### config.mk
export PLATFORM = sky130hd
export DESIGN_NAME = hazard_ctrl
export DESIGN_NICKNAME = d
export VERILOG_FILES = /design/src/rtl/hazard_ctrl.sv
export SDC_FILE = /design/constraint.sdc
export NUM_CORES = 1
export LEC_CHECK = 0
export CAP_MARGIN = 20
export CORE_MARGIN = 10
export CORE_UTILIZATION = 45
export DETAILED_ROUTE_END_ITERATION = 16
export PLACE_DENSITY = 0.82
export SYNTH_ARGS = -nofsm -noshare
export SYNTH_HDL_FRONTEND = slang
export SYNTH_SLANG_ARGS = --single-unit
### constraint.sdc
create_clock -name clk -period 5.8 [get_ports clk]
set_input_delay 1.16 -clock clk [delete_from_list [all_inputs] [get_ports clk]]
set_output_delay 1.16 -clock clk [all_outputs]
set_load 0.03 [all_outputs]
### src/rtl/hazard_ctrl.sv
// -----------------------------------------------------------------------------
// hazard_ctrl
//
// Hazard unit for a five-stage pipeline (F/D/E/M/W) with a multi-cycle mul/div
// unit attached to E and a data memory in M that can back-pressure.
//
// The unit produces:
//   - operand forwarding selects for the two E-stage source operands,
//   - per-stage stall (hold) and flush (bubble) controls,
//   - a one-cycle launch pulse for the mul/div unit,
//   - saturating stall and flush performance counters.
//
// Ports
//   clk, rst_n                 clock, synchronous active-low reset
//   rs1_d, rs2_d               decode-stage source register addresses
//   rs1_e, rs2_e, rd_e         execute-stage source/destination addresses
//   rd_m, rd_w                 M/W destination addresses
//   reg_write_m, reg_write_w   M/W register write enables
//   result_src_e               E result source, bit 0 marks a load
//   pc_src_e                   branch/jump taken in E
//   md_start_e                 mul/div op present in E (held while in E)
//   md_done                    one-cycle mul/div completion pulse
//   mem_req_m, mem_ready_m     data memory request in M and its ready
//   perf_clr                   synchronous clear of both counters
//   forward_a_e, forward_b_e   operand select (FORWARD_NONE/_WB/_MEM)
//   md_go                      one-cycle mul/div launch pulse
//   stall_f/d/e/m              per-stage hold
//   flush_d/e/m/w              per-stage bubble insert
//   stall_cnt, flush_cnt       performance counters
//   md_state_o                 current mul/div FSM state (debug)
//
// Forward select encoding: FORWARD_NONE = 2'b00, FORWARD_WB = 2'b01,
//                          FORWARD_MEM  = 2'b10.
// FSM state encoding on md_state_o: IDLE = 0, MD_BUSY = 1, MD_HOLD = 2.
//
// Handshake: the mul/div unit is launched by md_go, which is a single-cycle
// pulse issued only from IDLE while md_start_e is high and the memory stage is
// not waiting. The unit answers with exactly one md_done pulse. If that pulse
// lands while the memory stage is waiting, it is remembered in MD_HOLD so the
// op is neither lost nor relaunched. A data-memory transfer completes in the
// cycle where mem_req_m and mem_ready_m are both high.
// -----------------------------------------------------------------------------
module hazard_ctrl #(
  parameter int REG_AW = 5,
  parameter int CNT_W  = 32
) (
  input  logic              clk,
  input  logic              rst_n,
  input  logic [REG_AW-1:0] rs1_d,
  input  logic [REG_AW-1:0] rs2_d,
  input  logic [REG_AW-1:0] rs1_e,
  input  logic [REG_AW-1:0] rs2_e,
  input  logic [REG_AW-1:0] rd_e,
  input  logic [REG_AW-1:0] rd_m,
  input  logic [REG_AW-1:0] rd_w,
  input  logic              reg_write_m,
  input  logic              reg_write_w,
  input  logic [1:0]        result_src_e,
  input  logic              pc_src_e,
  input  logic              md_start_e,
  input  logic              md_done,
  input  logic              mem_req_m,
  input  logic              mem_ready_m,
  input  logic              perf_clr,
  output logic [1:0]        forward_a_e,
  output logic [1:0]        forward_b_e,
  output logic              md_go,
  output logic              stall_f,
  output logic              stall_d,
  output logic              stall_e,
  output logic              stall_m,
  output logic              flush_d,
  output logic              flush_e,
  output logic              flush_m,
  output logic              flush_w,
  output logic [CNT_W-1:0]  stall_cnt,
  output logic [CNT_W-1:0]  flush_cnt,
  output logic [1:0]        md_state_o
);

  localparam logic [1:0] FORWARD_NONE = 2'b00;
  localparam logic [1:0] FORWARD_WB   = 2'b01;
  localparam logic [1:0] FORWARD_MEM  = 2'b10;

  localparam logic [CNT_W-1:0] CNT_MAX = {CNT_W{1'b1}};

  typedef enum logic [1:0] {
    ST_IDLE    = 2'd0,
    ST_MD_BUSY = 2'd1,
    ST_MD_HOLD = 2'd2
  } state_t;

  state_t           state_q;
  logic [CNT_W-1:0] stall_cnt_q, stall_cnt_d;
  logic [CNT_W-1:0] flush_cnt_q, flush_cnt_d;

  // Only bit 0 of result_src_e (load) matters to hazard detection.
  logic unused_result_src;
  assign unused_result_src = result_src_e[1];

  // ---------------------------------------------------------------------------
  // Forwarding: the youngest producer (M) wins over W; x0 is never forwarded.
  // ---------------------------------------------------------------------------
  function automatic logic [1:0] fwd_sel(
    input logic [REG_AW-1:0] rs,
    input logic [REG_AW-1:0] rdm,
    input logic              wem,
    input logic [REG_AW-1:0] rdw,
    input logic              wew
  );
    logic [1:0] sel;
    sel = FORWARD_NONE;
    if (rs != '0) begin
      if (wem && (rs == rdm)) begin
        sel = FORWARD_MEM;
      end else if (wew && (rs == rdw)) begin
        sel = FORWARD_WB;
      end
    end
    return sel;
  endfunction

  logic [1:0] fwd_a_raw, fwd_b_raw;
  assign fwd_a_raw = fwd_sel(rs1_e, rd_m, reg_write_m, rd_w, reg_write_w);
  assign fwd_b_raw = fwd_sel(rs2_e, rd_m, reg_write_m, rd_w, reg_write_w);

  // ---------------------------------------------------------------------------
  // Hazard sources
  // ---------------------------------------------------------------------------
  logic mem_wait;
  logic lwstall;
  logic md_stall;
  logic md_launch;
  logic in_idle, in_busy;

  assign in_idle  = (state_q == ST_IDLE);
  assign in_busy  = (state_q == ST_MD_BUSY);

  assign mem_wait = mem_req_m & ~mem_ready_m;

  // A load to x0 produces nothing a consumer could depend on.
  assign lwstall  = result_src_e[0] & (rd_e != '0) &
                    ((rs1_d == rd_e) | (rs2_d == rd_e));

  // E must hold while a mul/div op is pending launch or still computing. In
  // MD_HOLD the result is already in hand; only the memory wait holds E.
  assign md_stall = (in_idle & md_start_e) | (in_busy & ~md_done);

  // Launch is deferred while M is waiting so the op starts with the pipe moving.
  assign md_launch = in_idle & md_start_e & ~mem_wait;

  // ---------------------------------------------------------------------------
  // Stall / flush combination. Priority mem_wait > md_stall > lwstall > branch
  // falls out of the masking: a stalled E keeps the branch (and its flush) in
  // place until the first cycle E is free to advance.
  // ---------------------------------------------------------------------------
  logic stall_fd_raw, stall_e_raw, stall_m_raw;
  logic flush_d_raw, flush_e_raw, flush_m_raw, flush_w_raw;

  assign stall_e_raw  = mem_wait | md_stall;
  assign stall_fd_raw = stall_e_raw | lwstall;
  assign stall_m_raw  = mem_wait;

  assign flush_w_raw  = mem_wait;
  assign flush_m_raw  = md_stall & ~mem_wait;
  assign flush_e_raw  = (lwstall | pc_src_e) & ~stall_e_raw;
  assign flush_d_raw  = pc_src_e & ~stall_e_raw;

  // During reset the pipe is drained: nothing holds, every stage takes a
  // bubble, and no launch or forward escapes.
  always_comb begin
    forward_a_e = FORWARD_NONE;
    forward_b_e = FORWARD_NONE;
    md_go       = 1'b0;
    stall_f     = 1'b0;
    stall_d     = 1'b0;
    stall_e     = 1'b0;
    stall_m     = 1'b0;
    flush_d     = 1'b1;
    flush_e     = 1'b1;
    flush_m     = 1'b1;
    flush_w     = 1'b1;
    if (rst_n) begin
      forward_a_e = fwd_a_raw;
      forward_b_e = fwd_b_raw;
      md_go       = md_launch;
      stall_f     = stall_fd_raw;
      stall_d     = stall_fd_raw;
      stall_e     = stall_e_raw;
      stall_m     = stall_m_raw;
      flush_d     = flush_d_raw;
      flush_e     = flush_e_raw;
      flush_m     = flush_m_raw;
      flush_w     = flush_w_raw;
    end
  end

  // ---------------------------------------------------------------------------
  // Mul/div sequencing FSM
  // ---------------------------------------------------------------------------
  always_ff @(posedge clk) begin
    if (!rst_n) begin
      // Any op in flight is abandoned; a still-held md_start_e relaunches.
      state_q <= ST_IDLE;
    end else begin
      unique case (state_q)
        ST_IDLE: begin
          if (md_launch) state_q <= ST_MD_BUSY;
        end
        ST_MD_BUSY: begin
          if (md_done) state_q <= mem_wait ? ST_MD_HOLD : ST_IDLE;
        end
        ST_MD_HOLD: begin
          if (!mem_wait) state_q <= ST_IDLE;
        end
        default: state_q <= ST_IDLE;
      endcase
    end
  end

  assign md_state_o = state_q;

  // ---------------------------------------------------------------------------
  // Performance counters (saturating, clear beats increment)
  // ---------------------------------------------------------------------------
  always_comb begin
    stall_cnt_d = stall_cnt_q;
    flush_cnt_d = flush_cnt_q;
    if (perf_clr) begin
      stall_cnt_d = '0;
      flush_cnt_d = '0;
    end else begin
      if (stall_fd_raw && (stall_cnt_q != CNT_MAX)) stall_cnt_d = stall_cnt_q + 1'b1;
      if (flush_d_raw  && (flush_cnt_q != CNT_MAX)) flush_cnt_d = flush_cnt_q + 1'b1;
    end
  end

  always_ff @(posedge clk) begin
    if (!rst_n) begin
      stall_cnt_q <= '0;
      flush_cnt_q <= '0;
    end else begin
      stall_cnt_q <= stall_cnt_d;
      flush_cnt_q <= flush_cnt_d;
    end
  end

  assign stall_cnt = stall_cnt_q;
  assign flush_cnt = flush_cnt_q;

endmodule

==> results.yml <==
worst_setup_path:
  crit_type: "in2out"
  worstPathMaxFanout: 3
  worst_setup_path_end_kind: "output port"
  worst-endpoint-required_ns: 4.64
  critPathLaunchType: "input pin"
  rr_worst_depth: 7
  crit_arrival_ns: 3.49
clock_network:
  cts_setup_buffers: 0
  insertion_delay_ns: 0.35
  tritoncts_clock_tree: "yes"
  cts_resized: 0
  cts_htree_levels: 3
  cts_made_buffers: 9
  cts.reportedPaths.clkPinSlew_ns: 0.07
  cts_root_buf: "clkbuf_8"
  cts_buffer_depth: 2
  clkSinkCount: 66
  holdBufCountCts: 0
layout:
  antenna_cells_inserted: 0
  finish.cell_count_without_fillers: 688
  area_overhead_of_the_layout_relative_to_synthesis_pct: 39.62
  final_layout_size_suffix_gt1_share_pct: 5.660
  design_area_um2: 5370
  most_frequent_cells_in_the_layout: "clkdlybuf4s50_1 (124), dfxtp_1 (66), a21oi_1 (35)"
  nFillCells: 720
  final_core_util_pct: 65.03
  layout.cells.most_common: "clkdlybuf4s50_1"
  nNetsFinal: 627
timing:
  timing.hold.ws_ns: 0.5107
  slew_violations: 0
  fin_crit_share_pct: 80.18
  rsz0062_at_grt: "no"
  slew-limit-headroom_pct: 49.70
  report.final.hold_viol_count: 0
  fin_crit_ns: 4.650
  achievable-frequency_mhz: 215.0
  setup-violations-final: 0
  clock_skew_ns: 0.01393
  final.setup.worst_slack_ns: 1.150
  max_slew.worst_pin.slew_ns: 0.7483
  fin_setup_tns_ns: 0
min_path:
  worst_hold_path.num_cells: 2
  hold_path.class: "reg2reg"
power:
  p_int_uw: 730.1
  total_power_uw: 999.7
  comb_power_share_pct: 13.8
  ir_drop_uv: 116.9
  sequentialPowerShare_pct: 45.7
  total_switching_power_uw: 269.6
  power_per_cell_area_nw_per_um2: 186.2
  clock_power_share_pct: 40.5
  p_sw_share_pct: 26.97
  power.static_leakage_nw: 1.753
yosys:
  syn-instance-count: 460
  syn_area_per_cell_um2: 8.361
  synthesis.nets: 509
  mappedNetlistArea_um2: 3846
  synth_sequential_area_ratio_pct: 34.35
  most_common_flop_cell_mapped_by_yosys: "dfxtp_1"
  synth_enable_flop_cells: 0
  synthArstFlopShare_pct: 0
  yosys.cell_types.count: 53
  ys_ff_latch: 66
  ys.warnings.count: 0
floorplan:
  effective_utilization_at_floorplan_pct: 46.58
  fp-row-count: 33
  die_area_um2: 12650
  core_region_area_um2: 8258
  boundaryPins: 126
  die_w_um: 112.5
  die_height_um: 112.5
global_route:
  grt_max_degree: 39
  grt_pass1_wl_um: 18640
  grt_pass1_vias: 3896
  grt_antenna_before_repair: 0
  global_route.usage.total_pct: 17.42
  globalRoute.totalOverflow: 0
routing:
  drtPass1Iterations: 4
  avgViaCountPerCell: 5.797
  dr_total_vias: 3988
  totalWireLength_um: 11900
  drt_iter0_drc: 161
  post_drt_wl_per_cell_um: 17.29
  drtAntennaViolNets: 0
  post-route-drc-count: 0
place:
  place.detailed.hpwl_um: 9030
  post-place-cells: 671
  place_worst_setup_slack_ns: 1.128
  gp_congestion: 0.8800
  io_buffer_count: 124
  postPlaceCellArea_um2: 5139
status:
  run_status: "finished, final reports clean"
run:
  max_cap_viol_count: 0
==> synthesized netlist by cell type (3+ instances only) <==
cell / count / area, um^2
or4_1: 26 / 195.2
o21ai_0: 14 / 70.07
nor2_1: 32 / 120.1
o31ai_1: 23 / 172.7
and2_1: 13 / 81.33
o21ai_1: 3 / 15.01
or3_1: 12 / 75.07
nand2b_1: 4 / 25.02
clkbuf_1: 8 / 30.03
nand4_1: 29 / 181.4
nand2_1: 28 / 105.1
buf_4: 5 / 37.54
nor4_1: 6 / 37.54
xor2_1: 29 / 254.0
nand3_1: 27 / 135.1
buf_2: 4 / 20.02
a21oi_1: 35 / 175.2
buf_6: 3 / 33.78
dfxtp_1: 66 / 1321
inv_1: 8 / 30.03
xnor2_1: 25 / 219.0
and4_1: 5 / 43.79
and3_1: 18 / 112.6
==> kinds of logic (layout without fill, tap and decap cells) <==
family | Yosys count | after routing | share of synthesized area [%]
AO/OA/AOI/OAI | 87 | 87 | 14.18
XOR/XNOR | 54 | 54 | 12.30
adder cells (fa/ha/maj) | 2 | 2 | 0.6505
buffers and inverters | 29 | 152 | 4.034
flip-flops | 66 | 66 | 34.35
multiplexers | 2 | 2 | 0.5205
AND/OR/NAND/NOR | 220 | 220 | 33.96
==> final timing paths <==
check	endpoint	from	slack [ns]
setup / recovery	stall_d	rd_e[1]	1.15
hold / removal	stall_cnt[23]$_SDFFE_PP0P_	stall_cnt[23]$_SDFFE_PP0P_	0.51
setup reg to reg	stall_cnt[13]$_SDFFE_PP0P_	stall_cnt[0]$_SDFFE_PP0P_	3.44
hold reg to reg	stall_cnt[23]$_SDFFE_PP0P_	stall_cnt[23]$_SDFFE_PP0P_	0.51
==> flip-flops by register name, summed over array words and instances (netlist names) <==
| name | cells |
|---|---|
| md_state_o | 2 |
| flush_cnt | 32 |
| stall_cnt | 32 |
==> worst max-delay path, cell delays in order <==
cell and delay (ns):
clkdlybuf4s50_1 0.47, or4_1 0.55, o21ai_1 0.16, inv_1 0.12, a21o_1 0.24, and2_1 0.19
clkdlybuf4s50_1 0.60
==> power groups by stage <==
stage	sequential, mW	clock [mW]	combinational (mW)
global route	0.457	0.430	0.149
CTS	0.456	0.408	0.139
global placement	0.467	0	0.130
floorplan	0.470	0	0.0732
finish	0.456	0.405	0.138
detailed placement	0.467	0	0.138
==> per-layer routing <==
metal	vias up	wire length [um]	GRT usage (%)
li1	1959	-	-
met1	1896	4683	18.42
met2	117	5944	30.75
met3	16	1062	6.976
met4	0	205	5.838
met5	-	0	0
==> cell type report <==
class / count / area (um^2) / share of cell area (%)
Inverter: 8 / 30.03 / 0.5592
Clock buffer: 10 / 137.6 / 2.563
Multi-Input combinational cell: 365 / 2372 / 44.18
Timing Repair Buffer: 128 / 1311 / 24.42
Sequential cell: 66 / 1321 / 24.60
Clock inverter: 6 / 66.31 / 1.235
Tap cell: 105 / 131.4 / 2.446
Note: power is estimated with default switching activity, not from simulation.
